==> src/rtl/mux8way_arb_pkg.sv <==
// mux8way_arb_pkg: shared constants and channel-index type for the 8-way mux/demux family
package mux8way_arb_pkg;
   localparam int NUM_CH = 8;
   localparam int SEL_W  = 3;
   typedef logic [SEL_W-1:0] ch_idx_t;
endpackage

==> src/rtl/mux8way_arb_rr_pick8.sv <==
// rr_pick8: combinational round-robin pick of the first valid channel at or after ptr
//   in_valid     : per-channel request
//   ptr          : highest-priority channel this cycle
//   grant_onehot : one-hot winner (zero when nothing valid)
//   grant_idx    : winner index (0 when nothing valid)
//   any_valid    : at least one request present
module rr_pick8
   import mux8way_arb_pkg::*;
(
   input  logic [NUM_CH-1:0] in_valid,
   input  ch_idx_t           ptr,
   output logic [NUM_CH-1:0] grant_onehot,
   output ch_idx_t           grant_idx,
   output logic              any_valid
);
   ch_idx_t idx;
   always_comb begin
      grant_idx = '0;
      any_valid = 1'b0;
      idx       = '0;
      for (int k = 0; k < NUM_CH; k++) begin
         // 3-bit add wraps mod 8, giving the ptr, ptr+1, ... scan order
         idx = ptr + ch_idx_t'(k);
         if (!any_valid && in_valid[idx]) begin
            any_valid = 1'b1;
            grant_idx = idx;
         end
      end
      grant_onehot = any_valid ? NUM_CH'(1) << grant_idx : '0;
   end
endmodule

==> src/rtl/mux8way_arb.sv <==
// mux8way_arb: 8-to-1 round-robin collector into a single registered output slot
//   clock, reset_n : clock and synchronous active-low reset
//   in_valid/in_data/in_ready : eight producer channels, data of channel i at [i*WIDTH +: WIDTH]
//   out_valid/out_data/out_sel/out_ready : consumer slot tagged with winning channel
//   MUX8WAY_ARB_FIXED_PRIO_EN : when defined, pointer tied to 0 (lowest channel always wins)
module mux8way_arb
   import mux8way_arb_pkg::*;
#(
   parameter int WIDTH = 16
) (
   input  logic                    clock,
   input  logic                    reset_n,
   input  logic [NUM_CH-1:0]       in_valid,
   input  logic [NUM_CH*WIDTH-1:0] in_data,
   output logic [NUM_CH-1:0]       in_ready,
   output logic                    out_valid,
   output logic [WIDTH-1:0]        out_data,
   output logic [SEL_W-1:0]        out_sel,
   input  logic                    out_ready
);
   logic              out_valid_q, out_valid_d;
   logic [WIDTH-1:0]  out_data_q, out_data_d;
   ch_idx_t           out_sel_q, out_sel_d;
   ch_idx_t           ptr;
   logic [NUM_CH-1:0] grant_onehot;
   ch_idx_t           grant_idx;
   logic              any_valid;
   logic              load;

   rr_pick8 u_pick (
      .in_valid     (in_valid),
      .ptr          (ptr),
      .grant_onehot (grant_onehot),
      .grant_idx    (grant_idx),
      .any_valid    (any_valid)
   );

   assign load     = !out_valid_q || out_ready;
   // reset_n gates ready so no beat is consumed in a cycle whose edge discards it
   assign in_ready = (load && reset_n) ? grant_onehot : '0;

   always_comb begin
      out_valid_d = load ? any_valid : out_valid_q;
      out_data_d  = (load && any_valid) ? in_data[grant_idx*WIDTH +: WIDTH] : out_data_q;
      out_sel_d   = (load && any_valid) ? grant_idx : out_sel_q;
   end

   always_ff @(posedge clock) begin
      if (!reset_n) begin
         out_valid_q <= 1'b0;
         out_data_q  <= '0;
         out_sel_q   <= '0;
      end else begin
         out_valid_q <= out_valid_d;
         out_data_q  <= out_data_d;
         out_sel_q   <= out_sel_d;
      end
   end

`ifdef MUX8WAY_ARB_FIXED_PRIO_EN
   assign ptr = '0;
`else
   ch_idx_t ptr_q, ptr_d;
   assign ptr   = ptr_q;
   assign ptr_d = (load && any_valid) ? grant_idx + ch_idx_t'(1) : ptr_q;
   always_ff @(posedge clock) begin
      if (!reset_n) ptr_q <= '0;
      else          ptr_q <= ptr_d;
   end
`endif

   assign out_valid = out_valid_q;
   assign out_data  = out_data_q;
   assign out_sel   = out_sel_q;
endmodule

==> config.mk <==
export PLATFORM = sky130hd
export DESIGN_NAME = mux8way_arb
export DESIGN_NICKNAME = d
export VERILOG_FILES = /design/src/rtl/mux8way_arb_pkg.sv /design/src/rtl/mux8way_arb_rr_pick8.sv /design/src/rtl/mux8way_arb.sv
export SDC_FILE = /design/constraint.sdc
export NUM_CORES = 1
export LEC_CHECK = 0
export ABC_AREA = 0
export CAP_MARGIN = 5
export CORE_MARGIN = 2
export CORE_UTILIZATION = 40
export CTS_BUF_LIST = sky130_fd_sc_hd__clkbuf_2
export CTS_CLUSTER_SIZE = 24
export DETAILED_ROUTE_END_ITERATION = 7
export GPL_TIMING_DRIVEN = 0
export PLACE_DENSITY = 0.84
export SETUP_SLACK_MARGIN = 0.15
export SLEW_MARGIN = 40
export SYNTH_ARGS = -nofsm -noshare
export SYNTH_HDL_FRONTEND = slang
export SYNTH_HIERARCHICAL = 1
export SYNTH_SLANG_ARGS = --single-unit
==> constraint.sdc <==
create_clock -name clock -period 4.45 [get_ports clock]
set_input_delay 0.89 -clock clock [delete_from_list [all_inputs] [get_ports clock]]
set_output_delay 0.89 -clock clock [all_outputs]
set_load 0.02 [all_outputs]
==> summary.md, run 1 <==
| Metric | Value |
|---|---|
| Clock Tree Root | clkbuf_2 |
| Pwr/cell area | 896 mW/mm2 |
| Half-perimeter wire length after placement | 9.23 mm |
| Count leader, synth | mux2i_1 |
| CTS tree | done |
| Antenna Nets Post-Route | 0 |
| Unrepaired setup endpoints after global routing | yes |
| Met2 usage | 0.532 |
| Final hold vios | 0 |
| Fraction of layout cells with a size suffix above 1 | 0.188 |
| P&R area growth vs syn | 73.6% |
| Sequential fraction of the synthesis area | 0.162 |
| Post-Syn Area | 0.00284 mm2 |
| Worst VDD drop | 0.482 mV |
| I/O Pins | ~170 |
| LEAKAGE | 0.00196 uW |
| # hold bufs at CTS | 0 |
| Reg area | 465 um2 |
| CP Max Fanout | 7 |
| Most used DFF post-synth | dfxtp_1 |
| Internal reg-to-reg setup slack | 500 ps |
| Core Area | between 0.006 and 0.007 mm2 |
| Final core utilization | 0.723 |
| Synth Net Count | 464 |
| DIE AREA | 0.00780 mm2 |
| Final worst slack | 79.5 ps |
| Max Clk Rate | 229 MHz |
| Wire length per cell | 19.1 um |
| Critical Path RT | 3560 ps |
| Cell Count Post-Placement | between 500 and 600 |
| Worst skew pair latency | 330 ps |
| Slew of the pin with the lowest slew margin | 653 ps |
| Yosys warning total | 6 |
| Row cnt | 30 |
| Multi-input gate area | 0.00225 mm2 |
| Fin. max-slew vios | 0 |
| Worst R2R End | out_data[11] |
| Gpl congestion | 0.940 |
| Post-synth EDFFs | 0 |
| Crit path from | in_valid[2] |
| Worst-path clk slew | 200 ps |
| Detailed Route WL | 11.6 mm |
| First-pass GRT wire length | 17.2 mm |
| # port buffers | ~170 |
| Via count | around 3400 |
| Initial antenna violation count | 0 |
| Worst hold margin | 497 ps |
| GRT busiest layer | met2 |
| Post-synth ARST share | 0 |
| # nets final | between 600 and 700 |
| Tcrit/Tclk final | 0.982 |
| Flops & latches, synth | 23 |
| Detailed Routing Iterations Pass 1 | 4 |
| Syn Inst Count | 322 |
| Crit. End Element | output port |
| FILL cells | 521 |
| Met1 Use GR | 0.325 |
| Critical path arrival | 3480 ps |
| Met3 usage | 0.0793 |
| Cell Count, Final, Fillers Out | 606 |
| CTS Sinks | 23 |
| CP Capture Point | in_ready[0] |
| Power Total | 4420 uW |
| Worst R2R Start | ptr[0] |
| H-tree levels | 1 |
| TritonCTS buffer count | 3 |
| Vias in the first global route | 3396 |
| Ranking of synthesized cells by area | mux2i_1, dfxtp_1, a22oi_1 |
| Unique masters post-synth | 51 |
| Critical path launch point type | input port |
| Status | finished, final reports clean |
| CP Class | in2out |
| Fin crit period | 4370 ps |
| Die Ht | ~88 um |
| Rel. slew slack | 0.561 |
| Mean area per synthesized cell | 8.83 um2 |
| Yosys top cell by area | mux2i_1 |
| Max clock buf depth | 2 |
| Clock Skew | 9.11 ps |
| Remaining DRCs | 0 |
| Reg2reg path depth | 19 |
| Starting Density | 0.416 |
| GR Overflow Total | 0 |
| Post-synth top cells | mux2i_1, a22oi_1, o21ai_0 |
| Top cell type's share of synthesized area | 0.253 |
| Die X | 88.3 um |
| Hold Path Class | reg2reg |
| # Max-Cap Violations | 0 |
| Largest net degree at the start of global routing | 13 |
| Post-DR vias/cell | 5.54 |
| Final setup viols | 0 |
| Post-Place Worst Slack | -737 ps |
| Initial drt markers | 196 |
| ANT cells | 0 |
| Total GRT Usage | 0.288 |
-- logic make-up (layout without fill, tap and decap cells) --
| kind of cell | Yosys count | count (layout) | synth area share |
|---|---|---|---|
| AOI/OAI and AO/OA | 96 | 96 | 0.221 |
| muxes | 90 | 90 | 0.364 |
| and+or+nand+nor | 72 | 72 | 0.135 |
| buffers and inverters | 34 | 222 | 0.0893 |
| DFF | 23 | 23 | 0.162 |
| xor gates and xnor gates | 4 | 4 | 0.0150 |
| adders and majority gates | 3 | 3 | 0.0132 |
-- how the worst min path moves through the flow --
stage,slack [ps],from,cells after the start,endpoint
6_report,500,out_sel[2],2,out_sel[2]
5_1_grt,520,out_sel[2],2,out_sel[2]
4_1_cts,480,out_sel[0],2,out_sel[0]
3_5_place_dp,460,out_sel[0],2,out_sel[0]
3_3_place_gp,440,out_sel[0],2,out_sel[0]
2_1_floorplan,520,ptr[0],2,ptr[0]
-- sequential cells by signal, indices dropped and copies added, names as in the netlist --
signal	cells
out_valid	1
out_sel	3
out_data	16
ptr	3
-- where the power goes --
part,switching (uW),internal (uW)
registers,49.6,300
logic,2040,1960
clock network,60.1,23.8
total,2150,2280
-- cell type report --
| type | count | share of cell area |
|---|---|---|
| multi-input combinational | 265 | 0.455 |
| clock buffer | 4 | 0.00406 |
| sequential | 23 | 0.0943 |
| inverter | 7 | 0.00659 |
| timing repair buffer | 184 | 0.368 |
| tap | 96 | 0.0243 |
| buffer | 27 | 0.0477 |
-- metal layers --
metal / part of all wire / vias up
met5: 0 / -
met1: 0.38 / 1601
met2: 0.52 / 140
li1: - / 1595
met3: 0.082 / 22
met4: 0.025 / 0
-- cell usage in the layout (no fill, tap or decap), drive strengths merged, types with 7 or more instances in the layout --
cell / instances
a21boi: 7
a21oi: 21
a22oi: 32
and3: 10
buf: 47
clkbuf: 10
clkdlybuf4s50: 150
dfxtp: 23
dlygate4sd2: 8
mux2: 8
mux2i: 74
mux4: 8
nand2: 13
nor2: 23
o21ai: 26
-- repair_timing --
action                                  4_1_cts  5_1_grt
pin swaps                                     5        5
endpoints found under the setup margin        8        8
resized for setup                            68       20
cloned                                        0        0
buffers inserted                             15        3
-- critical path: stages --
cell and delay [ps]:
dlygate4sd2_1 280, mux2_1 320, mux4_2 530, buf_6 170
a21oi_1 130, o21ai_0 90, a21o_1 180, a21boi_4 160
buf_4 160, nor4b_2 230, and3_1 200, buf_6 120
-- metrics by stage --
| step | instance area [um2] | TNS, ps |
|---|---|---|
| detailed placement | 4630 | -5200 |
| global placement | 4630 | -4680 |
| floorplan | 2840 | 0 |
| finish | 4940 | 0 |
| global route | 4940 | -293 |
| CTS | 4830 | 0 |
Note: power is estimated with default switching activity, not from simulation.
==> run 2, diff against run 1 <==
Settings changed: CAP_MARGIN 5 to 10, CORE_MARGIN 2 to not set, CORE_UTILIZATION 40 to 43, PLACE_DENSITY 0.84 to 0.9.
Clock period 4.45 ns to 5.6 ns, I/O delays scaled along.
==> summary.md, run 2 (synthesized netlist as in run 1, its figures left out) <==
| Metric | Value |
|---|---|
| FILL cells | about 470 |
| Final core utilization | 0.746 |
| Reg2reg path depth | 17 |
| TritonCTS buffer count | 3 |
| Post-Place Worst Slack | -89.1 ps |
| I/O Pins | 167 |
| P&R area growth vs syn | 66.7% |
| Vias in the first global route | 3432 |
| Critical path launch point type | input port |
| Initial drt markers | 223 |
| Starting Density | 0.448 |
| Final hold vios | 0 |
| CP Class | in2out |
| Worst hold margin | around 470 ps |
| Clock Skew | 9.62 ps |
| Rel. slew slack | 0.627 |
| Hold Path Class | reg2reg |
| Die Ht | 83.3 um |
| Detailed Route WL | around 12 mm |
| LEAKAGE | between 0.0015 and 0.002 uW |
| Detailed Routing Iterations Pass 1 | 5 |
| Largest stage delay, worst path | 580 ps |
| Worst skew pair latency | roughly 330 ps |
| Post-DR vias/cell | about 5.8 |
| Max FFs per register | 16 |
| Critical path depth | 11 |
| Reg area | 463 um2 |
| Crit. End Element | output port |
| Fin. max-slew vios | 0 |
| CTS Sinks | 23 |
| Total negative slack | 0 ps |
| # hold bufs at CTS | 0 |
| GR Overflow Total | 0 |
| Gpl congestion | 0.889 |
| Multi-input gate area | 0.00218 mm2 |
| CP max stage cell | mux4_2 |
| Fraction of layout cells with a size suffix above 1 | 0.134 |
| Wire length per cell | 20.0 um |
| Remaining DRCs | 0 |
| Fin crit period | 5300 ps |
| Hold path depth | 2 |
| CTS tree | done |
| Clock Tree Root | clkbuf_2 |
| Max Clk Rate | 189 MHz |
| # port buffers | 166 |
| Worst-path clk slew | 210 ps |
| Initial antenna violation count | 0 |
| Antenna Nets Post-Route | 0 |
| Most common cell after layout, fill and taps aside | clkdlybuf4s50_1 |
| WP buf/inv | 3 |
| H-tree levels | 1 |
| Critical path arrival | 4180 ps |
| # nets final | ~640 |
| Tcrit/Tclk final | 0.947 |
| Half-perimeter wire length after placement | between 9 and 10 mm |
| Row cnt | 29 |
| Die X | 83.3 um |
| Worst VDD drop | 0.541 mV |
| Max clock buf depth | 2 |
| Core Area | between 0.006 and 0.007 mm2 |
| ANT cells | 0 |
| Total GRT Usage | 0.315 |
| Pwr/cell area | 698 mW/mm2 |
| Crit-path cells | clkdlybuf4s50_1 -> mux2_1 -> mux4_2 -> a21boi_1 -> o22ai_1 -> a31oi_2 -> o32ai_4 -> buf_4 -> nor4b_2 -> and3_1 -> dlygate4sd2_1 |
| CP Max Fanout | 9 |
| DIE AREA | 0.00694 mm2 |
| Unrepaired setup endpoints after global routing | no |
| First-pass GRT wire length | 17.4 mm |
| Final worst slack | around 300 ps |
| Critical Path RT | 4480 ps |
| Via count | 3338 |
| Crit-path leading delay family | buffers and inverters |
| # Max-Cap Violations | 0 |
| Commonest cells after routing, fill and taps aside | clkdlybuf4s50_1, mux2i_1, a22oi_1, o21ai_0, nor2_1 |
| Slew of the pin with the lowest slew margin | 555 ps |
| Status | finished, final reports clean |
| Largest net degree at the start of global routing | 15 |
| Final setup viols | 0 |
run 2: worst reg2reg max path, delay by kind of cell, from the launching register on:
family          cells  cell delay [ps]
mux                 3             1230
buf+inv             6              970
compound gates      4              660
fa+ha+maj           1              290
flops               1              480
simple gates        3              460
run 2: what timing repair did:
action	in CTS	in global routing
endpoints found under the setup margin	8	5
pin swaps	2	2
endpoints found under the hold margin	0	0
setup buffers	5	3
gates resized for setup	7	10
run 2: through the flow:
step / cells / area [um2] / total power [uW]
after floorplan: 322 / 2840 / 2360
after global placement: 565 / 4600 / 3020
after detailed placement: 565 / 4600 / 3080
after CTS: 574 / 4680 / 3220
after global routing: 577 / 4740 / 3500
final: 577 / 4740 / 3310
run 2: area by class of cell:
type                            count  share of cell area
Multi-Input combinational cell    265               0.459
Inverter                            7             0.00554
Clock inverter                      1             0.00106
Sequential cell                    23              0.0977
Tap cell                           77              0.0203
Clock buffer                        3             0.00317
Buffer                             27              0.0480
Timing Repair Buffer              174               0.365
run 2: metal layers:
layer  wire length (um)  vias up  global-route usage
met5                  0        -                   0
met4                302        0              0.0909
met3                804       24              0.0586
met2               5870      169               0.563
met1               4540     1567               0.383
li1                   -     1578                   -
run 2: power breakdown:
group | leakage [uW] | switching (uW) | internal (uW) | total [uW]
Sequential | 0.000192 | 46.0 | 237 | 283
Clock | 0.0000164 | 49.4 | 16.2 | 65.6
Combinational | 0.00175 | 1540 | 1420 | 2960
run 2: path summary, 6_finish.rpt:
kind                     from            to  slack (ps)
setup / recovery  in_valid[2]   in_ready[0]         300
hold / removal     out_sel[0]    out_sel[0]         470
hold reg to reg    out_sel[0]    out_sel[0]         470
setup reg to reg       ptr[1]  out_data[12]        1430
